===== src/rtl/spi_load_sequencer.sv =====
// Streams the CNN image, filter and weight stores into the accelerator over SPI,
// runs the core, then reads back the classification result.
module spi_load_sequencer (
    input  logic        clk,
    input  logic        reset,
    input  logic        go,
    output logic [11:0] src_addr,
    output logic        src_rd,
    input  logic [7:0]  src_data,
    output logic [15:0] spi_addr,
    output logic [15:0] spi_wr_data,
    output logic [15:0] spi_nod,
    output logic        spi_start,
    input  logic        spi_done,
    input  logic        spi_done_sign,
    input  logic [15:0] spi_rd_data,
    output logic        cnn_start,
    input  logic        cnn_finish,
    output logic [15:0] result,
    output logic        result_valid,
    output logic        busy,
    output logic        done
);

    typedef enum logic [3:0] {
        IDLE, FETCH, START, XFER, NEXT, RUN, RUNWAIT, RDSTART, RDWAIT, DONE
    } state_t;

    typedef enum logic [1:0] {SEG_IMG, SEG_FLT, SEG_W1, SEG_W2} seg_t;

    state_t      state_q;
    seg_t        seg_q, seg_d;
    logic [3:0]  outer_q, outer_d;
    logic [4:0]  inner_q, inner_d;
    logic        last_txn;
    logic [11:0] src_addr_q;
    logic        src_rd_q;
    logic        rd_pend_q;
    logic [15:0] spi_addr_q;
    logic [15:0] spi_wr_data_q;
    logic [15:0] spi_nod_q;
    logic        spi_start_q;
    logic        cnn_start_q;
    logic [15:0] result_q;
    logic        result_valid_q;
    logic        busy_q;
    logic        done_q;

    // outer is the filter bank or neuron index, inner the row index
    function automatic logic [15:0] txnAddr(input seg_t seg, input logic [3:0] outer,
                                            input logic [4:0] inner);
        case (seg)
            SEG_IMG: txnAddr = {1'b1, 3'b000, 2'b00, inner, 5'b00000};
            SEG_FLT: txnAddr = {1'b1, 3'b001, 6'b000000, outer[1:0], inner[1:0], 2'b00};
            SEG_W1:  txnAddr = {1'b1, 3'b010, outer, inner, 3'b000};
            default: txnAddr = {1'b1, 3'b011, outer, 8'h00};
        endcase
    endfunction

    function automatic logic [15:0] txnNod(input seg_t seg);
        case (seg)
            SEG_IMG: txnNod = 16'd28;
            SEG_FLT: txnNod = 16'd3;
            SEG_W1:  txnNod = 16'd7;
            default: txnNod = 16'd10;
        endcase
    endfunction

    always_comb begin
        seg_d    = seg_q;
        outer_d  = outer_q;
        inner_d  = inner_q;
        last_txn = 1'b0;
        case (seg_q)
            SEG_IMG: begin
                if (inner_q == 5'd27) begin
                    seg_d   = SEG_FLT;
                    outer_d = 4'd0;
                    inner_d = 5'd0;
                end else begin
                    inner_d = inner_q + 5'd1;
                end
            end
            SEG_FLT: begin
                if (inner_q == 5'd2) begin
                    inner_d = 5'd0;
                    if (outer_q == 4'd3) begin
                        seg_d   = SEG_W1;
                        outer_d = 4'd1;
                    end else begin
                        outer_d = outer_q + 4'd1;
                    end
                end else begin
                    inner_d = inner_q + 5'd1;
                end
            end
            SEG_W1: begin
                if (inner_q == 5'd27) begin
                    inner_d = 5'd0;
                    if (outer_q == 4'd10) begin
                        seg_d   = SEG_W2;
                        outer_d = 4'd1;
                    end else begin
                        outer_d = outer_q + 4'd1;
                    end
                end else begin
                    inner_d = inner_q + 5'd1;
                end
            end
            default: begin
                if (outer_q == 4'd14) begin
                    last_txn = 1'b1;
                end else begin
                    outer_d = outer_q + 4'd1;
                end
            end
        endcase
    end

    // A store read is in flight while src_rd_q or rd_pend_q is set; FETCH and
    // NEXT hold off the next transaction until the word has landed in spi_wr_data.
    always_ff @(posedge clk or posedge reset) begin
        if (reset) begin
            state_q        <= IDLE;
            seg_q          <= SEG_IMG;
            outer_q        <= 4'd0;
            inner_q        <= 5'd0;
            src_addr_q     <= 12'd0;
            src_rd_q       <= 1'b0;
            rd_pend_q      <= 1'b0;
            spi_addr_q     <= 16'd0;
            spi_wr_data_q  <= 16'd0;
            spi_nod_q      <= 16'd0;
            spi_start_q    <= 1'b0;
            cnn_start_q    <= 1'b0;
            result_q       <= 16'd0;
            result_valid_q <= 1'b0;
            busy_q         <= 1'b0;
            done_q         <= 1'b0;
        end else begin
            src_rd_q  <= 1'b0;
            rd_pend_q <= src_rd_q;
            if (rd_pend_q) begin
                spi_wr_data_q <= {8'h00, src_data};
            end
            case (state_q)
                IDLE: begin
                    if (go) begin
                        state_q    <= FETCH;
                        busy_q     <= 1'b1;
                        src_addr_q <= 12'd0;
                        src_rd_q   <= 1'b1;
                        seg_q      <= SEG_IMG;
                        outer_q    <= 4'd0;
                        inner_q    <= 5'd0;
                        spi_addr_q <= txnAddr(SEG_IMG, 4'd0, 5'd0);
                        spi_nod_q  <= txnNod(SEG_IMG);
                    end
                end
                FETCH: begin
                    if (!src_rd_q && !rd_pend_q) begin
                        state_q     <= START;
                        spi_start_q <= 1'b1;
                    end
                end
                START: begin
                    spi_start_q <= 1'b0;
                    state_q     <= XFER;
                end
                XFER: begin
                    if (spi_done_sign) begin
                        src_addr_q <= src_addr_q + 12'd1;
                        src_rd_q   <= 1'b1;
                    end
                    if (spi_done) begin
                        state_q <= NEXT;
                    end
                end
                NEXT: begin
                    if (!src_rd_q && !rd_pend_q) begin
                        if (last_txn) begin
                            state_q     <= RUN;
                            cnn_start_q <= 1'b1;
                        end else begin
                            seg_q       <= seg_d;
                            outer_q     <= outer_d;
                            inner_q     <= inner_d;
                            spi_addr_q  <= txnAddr(seg_d, outer_d, inner_d);
                            spi_nod_q   <= txnNod(seg_d);
                            spi_start_q <= 1'b1;
                            state_q     <= START;
                        end
                    end
                end
                RUN: begin
                    cnn_start_q <= 1'b0;
                    state_q     <= RUNWAIT;
                end
                RUNWAIT: begin
                    if (cnn_finish) begin
                        state_q       <= RDSTART;
                        spi_addr_q    <= 16'h4001;
                        spi_nod_q     <= 16'd15;
                        spi_wr_data_q <= 16'd0;
                        spi_start_q   <= 1'b1;
                    end
                end
                RDSTART: begin
                    spi_start_q <= 1'b0;
                    state_q     <= RDWAIT;
                end
                RDWAIT: begin
                    if (spi_done) begin
                        result_q       <= spi_rd_data;
                        result_valid_q <= 1'b1;
                        done_q         <= 1'b1;
                        state_q        <= DONE;
                    end
                end
                DONE: begin
                    result_valid_q <= 1'b0;
                    done_q         <= 1'b0;
                    busy_q         <= 1'b0;
                    state_q        <= IDLE;
                end
                default: begin
                    state_q <= IDLE;
                end
            endcase
        end
    end

    assign src_addr     = src_addr_q;
    assign src_rd       = src_rd_q;
    assign spi_addr     = spi_addr_q;
    assign spi_wr_data  = spi_wr_data_q;
    assign spi_nod      = spi_nod_q;
    assign spi_start    = spi_start_q;
    assign cnn_start    = cnn_start_q;
    assign result       = result_q;
    assign result_valid = result_valid_q;
    assign busy         = busy_q;
    assign done         = done_q;

endmodule


===== config.mk =====
export PLATFORM = sky130hd
export DESIGN_NAME = spi_load_sequencer
export DESIGN_NICKNAME = d
export VERILOG_FILES = /design/src/rtl/spi_load_sequencer.sv
export SDC_FILE = /design/constraint.sdc
export NUM_CORES = 1
export LEC_CHECK = 0
export ABC_AREA = 1
export BUFFER_PORTS_ARGS = -buffer_cell sky130_fd_sc_hd__buf_4
export CORE_ASPECT_RATIO = 0.7
export CORE_MARGIN = 2
export CORE_UTILIZATION = 30
export DETAILED_ROUTE_END_ITERATION = 6
export GPL_TIMING_DRIVEN = 0
export PLACE_DENSITY = 0.54
export SYNTH_ARGS = -nofsm -noshare
export SYNTH_HDL_FRONTEND = slang
export SYNTH_SLANG_ARGS = --single-unit

===== constraint.sdc =====
create_clock -name clk -period 6.9 [get_ports clk]
set_clock_uncertainty 0.05 [all_clocks]
set_input_delay 0.69 -clock clk [delete_from_list [all_inputs] [get_ports clk]]
set_output_delay 0.69 -clock clk [all_outputs]
set_load 0.05 [all_outputs]

==> results.sh <==
export IMPL_cap_violations=0
export IMPL_drive_above_1_share_pct=27.48
export IMPL_vias_per_cell=4.621
export IMPL_syn2layout_area_growth_pct=29.84
export IMPL_arrival_ns=2.87
export IMPL_gp_congestion=0.8992
export IMPL_io_buffers=99
export IMPL_ios=112
export IMPL_cts_resized=0
export IMPL_p_total_uw=2258
export IMPL_cts_made_buffers=9
export IMPL_routed_top_layer="met4"
export IMPL_worstSetupPathType="flop to flop"
export IMPL_ant_nets=0
export IMPL_hold_viol_final=0
export IMPL_crit_required_ns=7.08
export IMPL_wl_met1_microns=5600
export IMPL_whs_ns=0.3360
export IMPL_placed_area_sq_um=5540
export IMPL_n_antenna_cell=0
export IMPL_worst_pin_slew_ns=0.5665
export IMPL_crit_slowest_cell="dfrtp_1"
export IMPL_num_vias=3979
export IMPL_dieArea_sq_um=15950
export IMPL_synth_edf_count=0
export IMPL_wire_per_inst_microns=13.39
export IMPL_cts_sinks=84
export IMPL_ctsHtreeMaxLevel=3
export IMPL_post_cts_buffers=0
export IMPL_syn_avg_cell_area_sq_um=8.315
export IMPL_routed_wl_met2_microns=4793
export IMPL_fin_nets=701
export IMPL_cp_end_kind="flop"
export IMPL_finalInstanceArea_sq_um=5819
export IMPL_postLayoutCoreUtil_pct=39.78
export IMPL_cp_cell_sequence="inv_1, ha_1, nand3_1, o31ai_1, inv_1, nand2_1, inv_1, ha_1, inv_1, nor2_1, nand3_1, nor2_1, a21oi_1, nand2_1"
export IMPL_setup_viol=0
export IMPL_num_rows=37
export IMPL_grt_pass1_wl_microns=18850
export IMPL_cts_clk_slew_worst_paths_ns=0.07
export IMPL_synthCells=539
export IMPL_yosysMostFrequentCell="nand2_1"
export IMPL_yosysSeqAreaShare_pct=46.90
export IMPL_synth_area_sq_um=4482
export IMPL_synth_area_leaders="dfrtp_1 (47%), nand2_1 (12%), inv_1 (5.6%)"
export IMPL_clock_fmax_mhz=372.2
export IMPL_cpLargestDelayFamily="simple AND/OR/NAND/NOR gates"
export IMPL_grt_ovfl_total=0
export IMPL_yosys_top_cells_count="nand2_1 (148), dfrtp_1 (84), inv_1 (67)"
export IMPL_ys_seq_elements=84
export IMPL_insertion_delay_ns=0.34
export IMPL_antenna_found_initial=0
export IMPL_relSlewSlack_pct=61.84
export IMPL_cts_tree="yes"
export IMPL_hpwlAfterDp_microns=8790
export IMPL_rsz0062_at_grt="false"
export IMPL_async_reset_ff_share_pct=100.0
export IMPL_slowest_delay_ns=0.46
export IMPL_yosysWarnings=0
export IMPL_holdBufCountCts=0
export IMPL_status="completed"
export IMPL_wl_microns=11530
export IMPL_worst_path_max_fanout=7
export IMPL_initial_core_util_pct=30.64
export IMPL_grt_max_degree=50
export IMPL_synth_top_area_share_pct=46.90
export IMPL_leakage_uw=0.003090
export IMPL_drt_pass1_iter_count=5
export IMPL_synth_cell_types=41
export IMPL_drt_iter0_drc=321
export IMPL_finalMaxSlewViolations=0
export IMPL_grt_pass1_vias=3728
export IMPL_core_area_sq_um=14630
export IMPL_tns_ns=0
export IMPL_cpMostUsedCell="inv_1"
export IMPL_finalCritPeriodShare_pct=38.93
export IMPL_cts_root_buf="clkbuf_16"
export IMPL_hold_path_class="input pin to async pin"
export IMPL_synth_flop_cell="dfrtp_1"
export IMPL_min_period_ns=2.686
export IMPL_crit_buf_inv=4
export IMPL_powerDensity_nw_per_um2=388.0
export IMPL_die_h_microns=106.3
export IMPL_yosysTopAreaCell="dfrtp_1"
export IMPL_global_route_usage_total_pct=15.02
export IMPL_die_w_microns=150.1
export IMPL_drc=0
export IMPL_critPathLaunchType="flop"
export IMPL_cts_path_max_buffers=2
export IMPL_met3_length_microns=959
export IMPL_ir_drop_v=0.0002719
==> state kept, by name (all words and copies together) (netlist names) <==
signal and flops:
cnn_start 1, rd_pend_q 1, inner_q 5, spi_addr 14
done 1, spi_start 1, seg_q 2, src_addr 12
spi_nod 5, busy 1, spi_wr_data 16, result 16
outer_q 4, state_q 4, src_rd 1
==> final cells by class <==
type / instances / area, sq um
well taps: 195 / 244.0
multi-input cells: 372 / 1998
repair buffers: 100 / 770.7
flip-flops and latches: 84 / 2102
fillers: 1532 / 8810
plain buffers: 19 / 136.4
clock buffers: 10 / 239.0
inverters: 75 / 289.0
clock inverters: 6 / 40.04
==> report_power, final <==
group	total [uW]	internal (uW)	switching, uW
Combinational	1110	328	779
Clock	456	253	203
Sequential	695	614	80.9
Total	2260	1190	1060
==> routing by layer <==
metal | global-route usage [%] | up-vias
met5 | 0 | -
met4 | 4.582 | 0
met3 | 4.378 | 18
met2 | 21.62 | 173
met1 | 21.69 | 1847
li1 | - | 1941
==> through the flow <==
step | instances | setup slack (ns)
CTS | 861 | 4.271
finish | 861 | 4.214
global route | 861 | 4.001
floorplan | 550 | 3.995
global placement | 844 | 2.825
detailed placement | 845 | 4.310
==> path summary, 6_finish.rpt <==
check | start | cells past startpoint | end | slack [ns]
worst max-delay path | outer_q[0] | 14 | spi_addr[9] | 4.21
worst min-delay path | reset | 2 | spi_addr[3] | 0.34
worst max register to register | outer_q[0] | 14 | spi_addr[9] | 4.21
worst min register to register | src_rd | 0 | rd_pend_q | 0.37
max in group asynchronous | reset | 3 | result[2] | 5.85
min in group clk | src_rd | 0 | rd_pend_q | 0.37
==> cells by family (layout without fill, tap and decap cells) <==
kind of cell | Yosys count | count (layout) | share of synthesized area, %
flops | 84 | 84 | 46.90
other cells | 1 | 12 | 0.08367
buf+inv | 94 | 210 | 9.436
fa+ha+maj | 10 | 10 | 2.792
xor+xnor | 10 | 10 | 1.954
simple gates | 264 | 264 | 27.19
mux | 16 | 16 | 4.020
compound gates | 60 | 60 | 7.622
==> cell usage in the layout, fill, tap and decap left out, types with 2 or more instances in the layout <==
cell | Yosys | routed
a21oi_1 | 11 | 11
xor2_1 | 9 | 9
nand3_2 | 2 | 2
clkbuf_16 | 0 | 9
nand4_1 | 6 | 6
inv_2 | 6 | 6
conb_1 | 1 | 12
or2_1 | 2 | 2
mux2_2 | 16 | 16
dfrtp_1 | 84 | 84
o21ai_0 | 30 | 30
nor2_4 | 6 | 6
nand2_1 | 148 | 148
nor3_1 | 5 | 5
inv_1 | 67 | 66
nand3_1 | 32 | 32
buf_4 | 14 | 113
o22ai_1 | 8 | 8
nand2_2 | 7 | 7
clkinv_4 | 1 | 3
clkinv_2 | 0 | 3
and2_1 | 2 | 2
a2bb2oi_1 | 2 | 2
ha_1 | 10 | 10
o31ai_1 | 4 | 4
buf_2 | 4 | 4
nand2_4 | 4 | 4
nor2_1 | 43 | 43
Note: power is estimated with default switching activity, not from simulation.
